==> config.mk <==
export PLATFORM = sky130hd
export DESIGN_NAME = u_ifu_fq_flat
export DESIGN_NICKNAME = d
export VERILOG_FILES = /design/src/rtl/u_ifu_pkg.sv /design/src/rtl/u_ifu_fq_if.sv /design/src/rtl/u_ifu_fifo.sv /design/src/rtl/u_ifu_fq.sv /design/src/flat_wrapper.sv
export SDC_FILE = /design/constraint.sdc
export NUM_CORES = 1
export LEC_CHECK = 0
export ABC_AREA = 1
export BUFFER_PORTS_ARGS = -buffer_cell sky130_fd_sc_hd__buf_2
export CORE_MARGIN = 2
export CORE_UTILIZATION = 40
export DETAILED_ROUTE_END_ITERATION = 12
export PLACE_DENSITY = 0.65
export SYNTH_ARGS = -nofsm -noshare
export SYNTH_HDL_FRONTEND = slang
export SYNTH_SLANG_ARGS = --single-unit
export TNS_END_PERCENT = 100
==> constraint.sdc <==
create_clock -name clk -period 5.74 [get_ports clk]
set_input_delay 0.861 -clock clk [delete_from_list [all_inputs] [get_ports clk]]
set_output_delay 0.861 -clock clk [all_outputs]
set_load 0.05 [all_outputs]
==> src/rtl/u_ifu_pkg.sv <==
// Shared types and constants for the instruction fetch unit.
package u_ifu_pkg;

  localparam int XLEN_DEF = 32;
  localparam int PC_INC   = 4;

  // One fetch queue entry: the instruction word tagged with its PC.
  typedef struct packed {
    logic [XLEN_DEF-1:0] pc;
    logic [XLEN_DEF-1:0] ins;
  } fetch_ent_t;

endpackage

==> src/rtl/u_ifu_fq_if.sv <==
// Fetch unit bus: instruction SRAM port, redirect request and decode handshake.
interface u_ifu_fq_if #(
  parameter int XLEN   = 32,
  parameter int ADDR_W = 16
);

  logic [ADDR_W-1:0] ins_a;
  logic              ins_e;
  logic [XLEN-1:0]   ins;
  logic              redir_vld;
  logic [XLEN-1:0]   redir_pc;
  logic              ifu_vld;
  logic              ifu_rdy;
  logic [XLEN-1:0]   ifu_pc;
  logic [XLEN-1:0]   ifu_ins;

  modport master (
    output ins_a, ins_e, ifu_vld, ifu_pc, ifu_ins,
    input  ins, redir_vld, redir_pc, ifu_rdy
  );

  modport slave (
    input  ins_a, ins_e, ifu_vld, ifu_pc, ifu_ins,
    output ins, redir_vld, redir_pc, ifu_rdy
  );

endinterface

==> src/rtl/u_ifu_fifo.sv <==
// Registered synchronous FIFO for fetch entries; clr overrides push/pop.
module u_ifu_fifo
  import u_ifu_pkg::*;
#(
  parameter  int  DEPTH = 4,
  parameter  type ent_t = fetch_ent_t,
  localparam int  PTR_W = $clog2(DEPTH)
) (
  input  logic           clk,
  input  logic           rstn,
  input  logic           push,
  input  logic           pop,
  input  logic           clr,
  input  ent_t           din,
  output ent_t           head,
  output logic [PTR_W:0] count,
  output logic           empty
);

  localparam logic [PTR_W:0] FULL_CNT = (PTR_W+1)'(DEPTH);

  ent_t             mem [DEPTH];
  logic [PTR_W-1:0] rd_ptr, wr_ptr;
  logic             do_push, do_pop;

  assign empty   = (count == '0);
  assign do_pop  = pop & ~empty;
  // A full queue still accepts a write when the head leaves in the same cycle.
  assign do_push = push & ((count != FULL_CNT) | do_pop);
  assign head    = mem[rd_ptr];

  // NOTE: storage is reset too, so the head (and thus the fetch outputs) reads zero after reset.
  always_ff @(posedge clk or negedge rstn) begin
    if (!rstn) begin
      rd_ptr <= '0;
      wr_ptr <= '0;
      count  <= '0;
      for (int i = 0; i < DEPTH; i++) mem[i] <= '0;
    end else if (clr) begin
      rd_ptr <= '0;
      wr_ptr <= '0;
      count  <= '0;
    end else begin
      if (do_push) begin
        mem[wr_ptr] <= din;
        wr_ptr      <= wr_ptr + 1'b1;
      end
      if (do_pop) rd_ptr <= rd_ptr + 1'b1;
      if (do_push & ~do_pop)      count <= count + 1'b1;
      else if (do_pop & ~do_push) count <= count - 1'b1;
    end
  end

endmodule

==> src/rtl/u_ifu_fq.sv <==
// Instruction fetch unit with fetch queue and PC redirect/flush.
// Optional performance counters are built when IFU_PERF_EN is defined.
module u_ifu_fq
  import u_ifu_pkg::*;
#(
  parameter int              XLEN     = 32,
  parameter int              ADDR_W   = 16,
  parameter int              DEPTH    = 4,
  parameter logic [XLEN-1:0] RESET_PC = '0
) (
  input  logic            clk,
  input  logic            rstn,
  u_ifu_fq_if.master      bus
`ifdef IFU_PERF_EN
  ,
  output logic [XLEN-1:0] perf_fetch,
  output logic [XLEN-1:0] perf_stall,
  output logic [XLEN-1:0] perf_flush
`endif
);

  typedef struct packed {
    logic [XLEN-1:0] pc;
    logic [XLEN-1:0] ins;
  } ent_t;

  localparam int              CNT_W   = $clog2(DEPTH) + 1;
  localparam logic [CNT_W-1:0] DEPTH_C = CNT_W'(DEPTH);
  localparam logic [XLEN-1:0]  INC     = XLEN'(PC_INC);
  localparam logic [XLEN-1:0]  ALIGN   = ~XLEN'(3);

  logic [XLEN-1:0]  pc_q, inf_pc_q, redir_tgt;
  logic             inf_vld_q, redir, pop, issue;
  logic [CNT_W-1:0] count, occ;
  logic             empty;
  ent_t             head, din;

  assign redir     = bus.redir_vld;
  assign redir_tgt = bus.redir_pc & ALIGN;
  assign pop       = ~empty & bus.ifu_rdy;

  // Queued + in-flight entries after this cycle's pop; issuing only below DEPTH
  // guarantees every returned word has a queue slot.
  assign occ   = count + CNT_W'(inf_vld_q) - CNT_W'(pop);
  assign issue = redir | (occ < DEPTH_C);

  assign bus.ins_e = rstn & issue;
  assign bus.ins_a = (rstn & redir) ? redir_tgt[ADDR_W-1:0] : pc_q[ADDR_W-1:0];

  // NOTE: sequential state uses non-blocking assignments so every register samples pre-edge values.
  always_ff @(posedge clk or negedge rstn) begin
    if (!rstn) begin
      pc_q      <= RESET_PC;
      inf_vld_q <= 1'b0;
      inf_pc_q  <= '0;
    end else begin
      inf_vld_q <= issue;
      if (redir) begin
        pc_q     <= redir_tgt + INC;
        inf_pc_q <= redir_tgt;
      end else if (issue) begin
        pc_q     <= pc_q + INC;
        inf_pc_q <= pc_q;
      end
    end
  end

  // The response to a fetch issued before a redirect is dropped instead of queued.
  assign din = '{pc: inf_pc_q, ins: bus.ins};

  u_ifu_fifo #(
    .DEPTH (DEPTH),
    .ent_t (ent_t)
  ) u_fifo (
    .clk   (clk),
    .rstn  (rstn),
    .push  (inf_vld_q & ~redir),
    .pop   (pop),
    .clr   (redir),
    .din   (din),
    .head  (head),
    .count (count),
    .empty (empty)
  );

  assign bus.ifu_vld = ~empty;
  assign bus.ifu_pc  = head.pc;
  assign bus.ifu_ins = head.ins;

`ifdef IFU_PERF_EN
  always_ff @(posedge clk or negedge rstn) begin
    if (!rstn) begin
      perf_fetch <= '0;
      perf_stall <= '0;
      perf_flush <= '0;
    end else begin
      if (pop & ~redir)           perf_fetch <= perf_fetch + 1'b1;
      if (~empty & ~bus.ifu_rdy)  perf_stall <= perf_stall + 1'b1;
      if (redir)                  perf_flush <= perf_flush + 1'b1;
    end
  end
`endif

endmodule
==> src/flat_wrapper.sv <==
// flat-port wrapper written by rule: the top's interface ports become plain ports
module u_ifu_fq_flat import u_ifu_pkg::*;
#(
  parameter int              XLEN     = 32,
  parameter int              ADDR_W   = 16,
  parameter int              DEPTH    = 4,
  parameter logic [XLEN-1:0] RESET_PC = '0
)
  (clk, rstn, bus_ins_a, bus_ins_e, bus_ifu_vld, bus_ifu_pc, bus_ifu_ins, bus_ins, bus_redir_vld, bus_redir_pc, bus_ifu_rdy);
  u_ifu_fq_if #(.XLEN(XLEN), .ADDR_W(ADDR_W)) bus_i ();
  input  logic clk;
  input  logic rstn;
  output wire logic [$bits(bus_i.ins_a)-1:0] bus_ins_a;
  output wire logic [$bits(bus_i.ins_e)-1:0] bus_ins_e;
  output wire logic [$bits(bus_i.ifu_vld)-1:0] bus_ifu_vld;
  output wire logic [$bits(bus_i.ifu_pc)-1:0] bus_ifu_pc;
  output wire logic [$bits(bus_i.ifu_ins)-1:0] bus_ifu_ins;
  input wire logic [$bits(bus_i.ins)-1:0] bus_ins;
  input wire logic [$bits(bus_i.redir_vld)-1:0] bus_redir_vld;
  input wire logic [$bits(bus_i.redir_pc)-1:0] bus_redir_pc;
  input wire logic [$bits(bus_i.ifu_rdy)-1:0] bus_ifu_rdy;
  assign bus_ins_a = bus_i.ins_a;
  assign bus_ins_e = bus_i.ins_e;
  assign bus_ifu_vld = bus_i.ifu_vld;
  assign bus_ifu_pc = bus_i.ifu_pc;
  assign bus_ifu_ins = bus_i.ifu_ins;
  assign bus_i.ins = bus_ins;
  assign bus_i.redir_vld = bus_redir_vld;
  assign bus_i.redir_pc = bus_redir_pc;
  assign bus_i.ifu_rdy = bus_ifu_rdy;
  u_ifu_fq #(.XLEN(XLEN), .ADDR_W(ADDR_W), .DEPTH(DEPTH), .RESET_PC(RESET_PC)) u_core (.clk(clk), .rstn(rstn), .bus(bus_i));
endmodule
==> flow_summary.yaml, run 1 <==
grt:
  antenna_found_initial: 1
  grt_pass1_wl_mm: 58.41
  gr-total-overflow: 0
  grt_pass1_vias: 11050
  grt_usage_pct: 18.58
  grt_max_degree: 181
drt:
  dr.pass1.iters: 4
  drt-initial-drc-count: 593
  wl_mm: 36.44
  postRouteAntennaNets: 0
  wl_per_cell_um: 16.90
  num_vias: 11140
  drcViolationCount: 0
  viasPerCell: 5.163
worst_setup_path:
  rr_worst_depth: 16
  arrival_ns: 3.46
  max_stage_delay_ns: 0.99
  path_buf_inv: 3
  critPathSlowestCell: "clkinv_2"
  worstPathRequired_ns: 4.88
  path_max_fanout: 76
  critical_path_class: "flop to output pin"
  cp.depth: 5
  worstPathCellList: "clkinv_2 > buf_12 > o21ai_0 > o22ai_1 > buf_2"
  crit_path_start_kind: "flop"
  r2r_setup_slack_ns: 2.59
  cp-end-kind: "output pin"
  cp_top_family: "buffers and inverters"
floorplan:
  pin_count: 150
  rows: 71
  dieArea_um2: 39520
  core_um2: 37490
  die_h_um: 198.8
  initial_core_util_pct: 40.48
  die_x_um: 198.8
run_status:
  status: "complete, no violations"
logic_synthesis:
  ys.flop_type: "dfrtp_1"
  ys_warn_count: 0
  synth_cell_types: 38
  yosys.area_share.adder_pct: 0.7090
  synthXorXnorAreaFrac_pct: 0.4040
  ys_ff_latch: 316
  synth_top_family_by_area: "multiplexers"
  postSynth.asyncResetShare_pct: 100.0
  synth_edf_count: 0
  synth_simple_gate_area_share_pct: 14.25
  muxShareOfSynthArea_pct: 18.40
  syn_area_per_cell_um2: 10.04
  ys_seq_area_share_pct: 52.10
  synth-compound-area-share_pct: 9.258
  syn-cell-area_um2: 15180
  syn_inst: 1511
final_layout:
  diodes: 0
  drive_gt1_share_pct: 29.59
  final_cell_mix: "dfrtp_1, nand2_1, mux2_2"
  final_common_cell: "dfrtp_1"
  final_cells: 2157
  nets: 1696
  synthToLayoutAreaGrowth_pct: 15.08
clocking:
  cts-root-buf: "clkbuf_16"
  clk_path_buf_depth: 3
  htreeDepth: 2
  clkSlewWorstSetupHoldPaths_ns: 0.06
  cts_setup_buffers: 0
  cts_hold_buf: 0
  cts_tree: "done"
  clock_sinks: 316
  clk_latency_ns: 0.52
  postCtsResizedCells: 0
  cts_buffers: 36
timing:
  fin_crit_sh_pct: 75.24
  final_max_slew_viol_count: 0
  fin_hold_ws_ns: 0.3131
  max_slew_margin_pct: 25.34
  period_minus_slack_ns: 4.319
  tns_ns: 0
  grt_setup_unrepaired: "no"
  fin_worst_skew_ns: 0.02611
  finalSetupViolCount: 0
  clock.fmax_mhz: 231.5
  hold_viol: 0
  tightest_slew_ns: 1.120
hold_path:
  hp-class: "input pin to asynchronous set/reset pin"
place:
  gp_congestion: 0.8425
  dp_hpwl_mm: 22.89
  io_buffer_count: 143
  dp_cells: 2093
power:
  power_density_nw_per_um2: 615.3
  power.leakage_nw: 7.927
  irDropWorstVdd_mv: 0.2216
run:
  cap_viol_max_count: 0
[Yosys cell counts, types with 2 or more instances]
| cell type | count | area share (%) |
|---|---|---|
| a21oi_1 | 8 | 0.26 |
| a31oi_1 | 8 | 0.33 |
| buf_2 | 12 | 0.40 |
| buf_4 | 29 | 1.4 |
| buf_6 | 3 | 0.22 |
| clkbuf_1 | 46 | 1.1 |
| clkinv_1 | 2 | 0.049 |
| dfrtp_1 | 316 | 52 |
| ha_1 | 7 | 0.58 |
| inv_1 | 62 | 1.5 |
| inv_2 | 3 | 0.074 |
| mux2_1 | 26 | 1.9 |
| mux2_2 | 222 | 16 |
| nand2_1 | 245 | 6.1 |
| nand2_2 | 10 | 0.41 |
| nand3_1 | 34 | 1.1 |
| nand3_2 | 3 | 0.20 |
| nand4_1 | 5 | 0.21 |
| nor2_1 | 186 | 4.6 |
| nor2_2 | 16 | 0.66 |
| nor2_4 | 7 | 0.52 |
| nor3_2 | 3 | 0.20 |
| o21a_1 | 3 | 0.15 |
| o21ai_0 | 169 | 5.6 |
| o21ai_1 | 4 | 0.13 |
| o22ai_1 | 63 | 2.6 |
| or2_2 | 3 | 0.12 |
| xnor2_1 | 2 | 0.12 |
| xor2_1 | 5 | 0.29 |
[worst reg2reg max path, cell delays in order, from the launching register on]
cell and delay, ns:
dfrtp_1 0.43, nor2_1 0.16, nand2_1 0.08, nand2_1 0.11, inv_1 0.08, ha_1 0.18, inv_1 0.05, ha_1 0.21
nand3_1 0.08, nand2_1 0.06, nand2_1 0.06, nand2_1 0.08, nor2_4 0.60, buf_4 0.55, nor2_1 0.14, nand3_1 0.11
nand3_1 0.06
[flip-flops by register name, indices dropped and copies added, names as in the netlist]
register / count
u_core.u_fifo.wr_ptr: 2
u_core.u_fifo.rd_ptr: 2
u_core.inf_pc_q: 30
u_core.u_fifo.count: 3
u_core.inf_vld_q: 1
u_core.u_fifo.mem: 248
u_core.pc_q: 30
[routing by layer]
metal / track usage (%) / vias to the layer above / routed length [µm]
met3: 3.120 / 57 / 1823
li1: - / 5320 / -
met1: 24.99 / 5523 / 16850
met5: 0 / - / 10
met4: 5.362 / 2 / 839
met2: 30.89 / 234 / 16920
[stage by stage]
step,utilization [%],cell area [µm²],power (W),setup WS [ns]
detailed placement,43.33,16240,0.008453,2.034
finish,46.59,17470,0.01075,1.421
global route,46.59,17470,0.01144,1.163
floorplan,-,15190,0.007318,2.055
CTS,46.59,17470,0.01086,1.348
global placement,43.33,16240,0.008313,2.023
[final cells by class]
| type | instances | area [µm²] |
|---|---|---|
| fill | 3558 | 20020 |
| sequential | 316 | 7913 |
| multi-input combinational | 1041 | 6550 |
| clock buffer | 52 | 1052 |
| timing repair buffer | 158 | 888.4 |
| tap | 511 | 639.4 |
| inverter | 67 | 252.7 |
| clock inverter | 12 | 170.2 |
[power by group]
group	internal [W]	leakage, nW	total, W	switching (W)
sequential	0.00332	3.85	0.00399	0.000671
clock	0.00145	0.601	0.00236	0.000901
combinational	0.00156	3.47	0.00440	0.00284
total	0.00634	7.93	0.0107	0.00441
[worst paths after layout]
kind | from | to
max | u_core.u_fifo.rd_ptr[0] | bus_ifu_ins[18]
min in group clk | u_core.u_fifo.mem[120] | u_core.u_fifo.mem[120]
min reg2reg | u_core.u_fifo.mem[120] | u_core.u_fifo.mem[120]
min | rstn | u_core.pc_q[2]
max reg2reg | u_core.u_fifo.count[2] | u_core.pc_q[21]
max in group asynchronous | rstn | u_core.u_fifo.mem[197]
[kinds of logic (layout without fill, tap and decap cells)]
group / after synthesis / after routing
AO/OA/AOI/OAI: 259 / 259
XOR/XNOR: 7 / 7
adder cells (fa/ha/maj): 8 / 8
buffers and inverters: 157 / 289
flip-flops: 316 / 316
multiplexers: 248 / 248
other: 1 / 4
AND/OR/NAND/NOR: 515 / 515
No activity file was read; power rests on OpenSTA's default activity.
==> inputs of run 2 (changes only) <==
Settings changed: ABC_AREA 1 to 0, PLACE_DENSITY 0.65 to 0.67.
Clock period 5.74 ns to 3.95 ns, I/O delays scaled along.
==> flow_summary.yaml, run 2 <==
run_status:
  status: "complete, no violations"
worst_setup_path:
  worstPathRequired_ns: 3.36
  crit_path_start_kind: "flop"
  cp-end-kind: "output pin"
  critical_path_class: "flop to output pin"
  arrival_ns: 3.11
  path_max_fanout: 4
place:
  dp_hpwl_mm: 21.41
  gp_congestion: 0.7645
  io_buffer_count: 143
  postPlaceCellArea_um2: 16450
logic_synthesis:
  ys.flop_type: "dfrtp_1"
  yosysMostFrequentCell: "dfrtp_1"
  ys_seq_area_share_pct: 52.31
  syn_inst: 1060
  ys_warn_count: 0
  postSynth.asyncResetShare_pct: 100.0
  synth_edf_count: 0
  synth_area_leaders: "dfrtp_1, mux2_2, mux4_2, mux2i_1, xor2_1"
  yosysTopAreaCell: "dfrtp_1"
  synth_cell_types: 57
  ys_ff_latch: 316
  synth_top_area_share_pct: 52.31
  syn-cell-area_um2: 15120
  syn_area_per_cell_um2: 14.26
  netlist_top_cells_count: "dfrtp_1, mux2_2, mux4_2"
timing:
  grt_setup_unrepaired: "no"
  tightest_slew_ns: 0.9943
  final_max_slew_viol_count: 0
  fin_worst_skew_ns: 0.02606
  fin_hold_ws_ns: 0.3243
  tns_ns: 0
  clock.fmax_mhz: 269.8
  max_slew_margin_pct: 33.71
  period_minus_slack_ns: 3.706
  finalSetupViolCount: 0
  hold_viol: 0
  fin_crit_sh_pct: 93.82
drt:
  num_vias: 9044
  drcViolationCount: 0
  viasPerCell: 5.201
  postRouteAntennaNets: 0
  wl_per_cell_um: 18.57
  drt-initial-drc-count: 284
  wl_mm: 32.29
  dr.pass1.iters: 4
clocking:
  htreeDepth: 2
  cts_tree: "done"
  clock_sinks: 316
  cts_buffers: 36
  clkSlewWorstSetupHoldPaths_ns: 0.06
  cts_setup_buffers: 0
  cts-root-buf: "clkbuf_16"
  clk_latency_ns: 0.53
  clk_path_buf_depth: 3
final_layout:
  nets: 1278
  final_common_cell: "dfrtp_1"
  diodes: 0
  fill_cells: 3294
  drive_gt1_share_pct: 44.87
  top_register: "u_core.u_fifo.mem"
  top_regs: "u_core.u_fifo.mem x248, u_core.inf_pc_q x30, u_core.pc_q x30"
  synthToLayoutAreaGrowth_pct: 17.16
  finish.utilization_pct: 47.36
  largest_reg_flops: 248
  fin_area_um2: 17710
  final_cell_mix: "dfrtp_1, mux2_2, buf_2"
  multi_input_area_um2: 6875
  ff_latch_area_um2: 7913
grt:
  grt_usage_pct: 16.87
  grt_pass1_vias: 9489
  grt_pass1_wl_mm: 52.32
  antenna_found_initial: 0
  gr-total-overflow: 0
  grt_max_degree: 80
run:
  cap_viol_max_count: 0
floorplan:
  core_um2: 37400
  die_x_um: 198.4
  die_h_um: 198.4
  initial_core_util_pct: 40.42
  rows: 71
  pin_count: 150
  dieArea_um2: 39360
power:
  power.leakage_nw: 7.686
  power_density_nw_per_um2: 924.7
  irDropWorstVdd_mv: 0.4406
hold_path:
  hp-class: "input pin to flop"
## run 2: changes by cell type after synthesis, moves of 25 or more
cell	change
xor2_1	+27
o21ai_0	-134
buf_2	+27
mux2i_1	+49
xnor2_1	+25
inv_1	-50
clkbuf_1	-33
o22ai_1	-63
nand2_1	-191
mux4_2	+62
nor2_1	-163
## run 2: timing repair
item,4_1_cts,5_1_grt
gates cloned,0,0
endpoints found under the hold margin,16,0
pin swaps,0,0
gates resized for setup,1,2
endpoints found under the setup margin,1,1
hold buffers,1,0
## run 2: through the flow
stage	std cells	total power, W	setup WS (ns)
floorplan	1063	0.01119	0.08199
detailed placement	1674	0.01306	0.5414
global placement	1674	0.01282	0.5415
CTS	1739	0.01658	0.06092
finish	1739	0.01638	0.2441
global route	1739	0.01731	0.05440
## run 2: final cells by class
class                      instances  share of cell area [%]
sequential                       316                   44.68
multi-input combinational        669                   38.82
clock buffer                      55                   6.238
timing repair buffer             167                   5.638
tap                              511                   3.610
clock inverter                     9                  0.7630
inverter                          12                  0.2543
## run 2: final timing paths
kind,start,endpoint,slack (ns),depth (start not counted)
worst max-delay path,u_core.u_fifo.count[2],bus_ins_e,0.24,11
worst max register to register,u_core.u_fifo.count[2],u_core.pc_q[28],0.99,12
worst min register to register,u_core.u_fifo.mem[181],u_core.u_fifo.mem[181],0.49,1
max in group asynchronous,rstn,u_core.u_fifo.rd_ptr[0],1.73,4
min in group asynchronous,rstn,u_core.u_fifo.mem[152],0.49,2
worst min-delay path,bus_ins[31],u_core.u_fifo.mem[159],0.32,2
## run 2: cell families after synthesis
group | count (synthesis) | synth area share [%]
adder cells (fa/ha/maj) | 8 | 0.7118
AND/OR/NAND/NOR | 156 | 5.612
flip-flops | 316 | 52.31
multiplexers | 379 | 32.44
buffers and inverters | 78 | 2.657
XOR/XNOR | 61 | 3.634
AO/OA/AOI/OAI | 61 | 2.607
other | 1 | 0.02481
## run 2: metal layers
| metal | vias up | track usage [%] | wire length [µm] |
|---|---|---|---|
| met5 | - | 0 | 0 |
| met1 | 4659 | 23.31 | 15000 |
| li1 | 4163 | - | - |
| met2 | 176 | 27.56 | 15270 |
| met3 | 46 | 3.086 | 1391 |
| met4 | 0 | 4.233 | 626 |
## run 2: report_power, final
group / switching (W) / internal (W) / total [W]
combinational: 0.00419 / 0.00306 / 0.00724
sequential: 0.000959 / 0.00473 / 0.00569
clock: 0.00132 / 0.00213 / 0.00344
total: 0.00646 / 0.00992 / 0.0164
## run 2: critical path, stage by stage, from the launching register on
cell and delay, ns:
dfrtp_1 0.43, or3_1 0.39, and2_0 0.24, ha_1 0.22, inv_1 0.05, ha_1 0.21
and3b_1 0.21, nor2_4 0.18, xnor2_2 0.18, nor2_2 0.08, nor2b_1 0.12, buf_2 0.26
==> inputs of run 3 (changes only) <==
Settings changed: SETUP_SLACK_MARGIN set to 0.3.
==> flow_summary.yaml, run 3 (synthesized netlist as in run 2, its figures left out) <==
run_status:
  status: "complete, no violations"
worst_setup_path:
  max_stage_delay_ns: 0.44
  rr_worst_depth: 13
  cp_top_family: "simple AND/OR/NAND/NOR gates"
  critical_path_class: "flop to output pin"
  worstPathRequired_ns: 3.36
  crit_path_start_kind: "flop"
  r2r_start: "u_core.u_fifo.count[2]"
  path_max_fanout: 4
  path_buf_inv: 2
  critPathSlowestCell: "dfrtp_2"
  r2r_setup_slack_ns: 0.85
  worstPathCellList: "or3_4 > and2_2 > ha_1 > inv_1 > ha_1 > and3b_1 > nor2_4 > xnor2_2 > nor2_4 > nor2b_2 > buf_6"
  cp-end-kind: "output pin"
  arrival_ns: 2.92
  rr_endpoint: "u_core.pc_q[25]"
timing:
  hold_viol: 0
  fin_crit_sh_pct: 89.01
  finalSetupViolCount: 0
  final_max_slew_viol_count: 0
  clock.fmax_mhz: 284.4
  fin_worst_skew_ns: 0.01946
  max_slew_margin_pct: 32.98
  finalWorstSetupSlack_ns: 0.4340
  tightest_slew_ns: 1.005
  period_minus_slack_ns: 3.516
  tns_ns: 0
  grt_setup_unrepaired: "no"
power:
  irDropWorstVdd_mv: 0.4856
  internal_power_w: 0.009791
  switching_power_w: 0.006449
  pwr-share-seq_pct: 35.1
  p_comb_share_pct: 44.5
  power.leakage_nw: 7.629
  switching_share_pct: 39.71
  pwr-share-clk_pct: 20.4
  power_density_nw_per_um2: 921.4
run:
  cap_viol_max_count: 0
clocking:
  clkSlewWorstSetupHoldPaths_ns: 0.06
  htreeDepth: 2
  cts_buffers: 37
  clk_path_buf_depth: 3
  clk_latency_ns: 0.54
  clock_sinks: 316
  cts-root-buf: "clkbuf_16"
  cts_tree: "done"
place:
  postPlaceCellArea_um2: 16400
  dp_worst_setup_slack_ns: 0.5409
  gp_congestion: 0.7749
  dp_hpwl_mm: 20.65
  io_buffer_count: 143
  dp_cells: 1668
hold_path:
  worstHoldEndpoint: "u_core.inf_pc_q[26]"
  holdPathStages: 3
  hp-class: "input pin to flop"
  hp-start: "bus_redir_pc[26]"
floorplan:
  pin_count: 150
  initial_core_util_pct: 40.42
  dieArea_um2: 39360
  die_h_um: 198.4
  die_x_um: 198.4
  rows: 71
  core_um2: 37400
final_layout:
  final_common_cell: "dfrtp_1"
  largest_reg_flops: 248
  fin_area_um2: 17620
  final_cells: 1734
  finish.utilization_pct: 47.12
  final_cell_mix: "dfrtp_1, mux2_2, buf_2"
  top_register: "u_core.u_fifo.mem"
  synthToLayoutAreaGrowth_pct: 16.59
  nets: 1274
  diodes: 0
  drive_gt1_share_pct: 44.73
  top_regs: "u_core.u_fifo.mem x248, u_core.inf_pc_q x30, u_core.pc_q x30"
grt:
  grt_pass1_vias: 9282
  grt_max_degree: 154
  antenna_found_initial: 0
  gr-total-overflow: 0
  grt_pass1_wl_mm: 51.87
  grt_usage_pct: 16.95
drt:
  drt-initial-drc-count: 418
  wl_mm: 32.47
  viasPerCell: 5.181
  wl_per_cell_um: 18.73
  num_vias: 8983
  dr.pass1.iters: 5
  postRouteAntennaNets: 0
  drcViolationCount: 0
run 3: power by group through the flow:
stage          Combinational (W)  Sequential (W)  Clock (W)
2_1_floorplan            0.00587         0.00532          0
3_3_place_gp             0.00714         0.00565          0
3_5_place_dp             0.00728         0.00577          0
4_1_cts                  0.00734         0.00571    0.00341
5_1_grt                  0.00770         0.00591    0.00355
6_report                 0.00723         0.00570    0.00331
run 3: cell type report:
type,count,area [µm²]
clock buffers,53,1059
flip-flops and latches,316,7914
well taps,511,639.4
multi-input cells,669,6889
fillers,3313,19780
inverters,12,45.04
repair buffers,162,967.2
clock inverters,11,111.4
run 3: what timing repair did:
action | CTS | global route
resized for setup | 6 | 4
hold buffers | 1 | 0
endpoints found under the setup margin | 1 | 1
pin swaps | 1 | 0
endpoints found under the hold margin | 47 | 0
setup buffers | 1 | 0
run 3: per-layer routing:
metal,wire length [µm],GRT usage (%),vias up
met1,15330,23.71,4637
li1,-,-,4136
met5,0,0,-
met3,1407,2.933,43
met2,15150,27.06,167
met4,583,5.180,0
run 3: worst max path at each step:
stage                                 startpoint   endpoint  slack, ns  cells past startpoint
after global placement    u_core.u_fifo.count[2]  bus_ins_e       0.58                     11
after floorplan           u_core.u_fifo.count[2]  bus_ins_e       0.34                     10
final                     u_core.u_fifo.count[2]  bus_ins_e       0.43                     11
after detailed placement  u_core.u_fifo.count[2]  bus_ins_e       0.54                     11
after CTS                 u_core.u_fifo.count[2]  bus_ins_e       0.34                     11
after global routing      u_core.u_fifo.count[2]  bus_ins_e       0.31                     11
run 3: worst min-delay path: stages:
cell	delay (ns)
buf_2	0.12
nand2_1	0.05
o21ai_0	0.06
run 3: per-stage QoR:
step	total power [W]	hold slack [ns]
6_report	0.01624	0.3250
3_5_place_dp	0.01304	0.4778
2_1_floorplan	0.01119	0.2969
4_1_cts	0.01646	0.2897
5_1_grt	0.01716	0.3212
3_3_place_gp	0.01279	0.4682
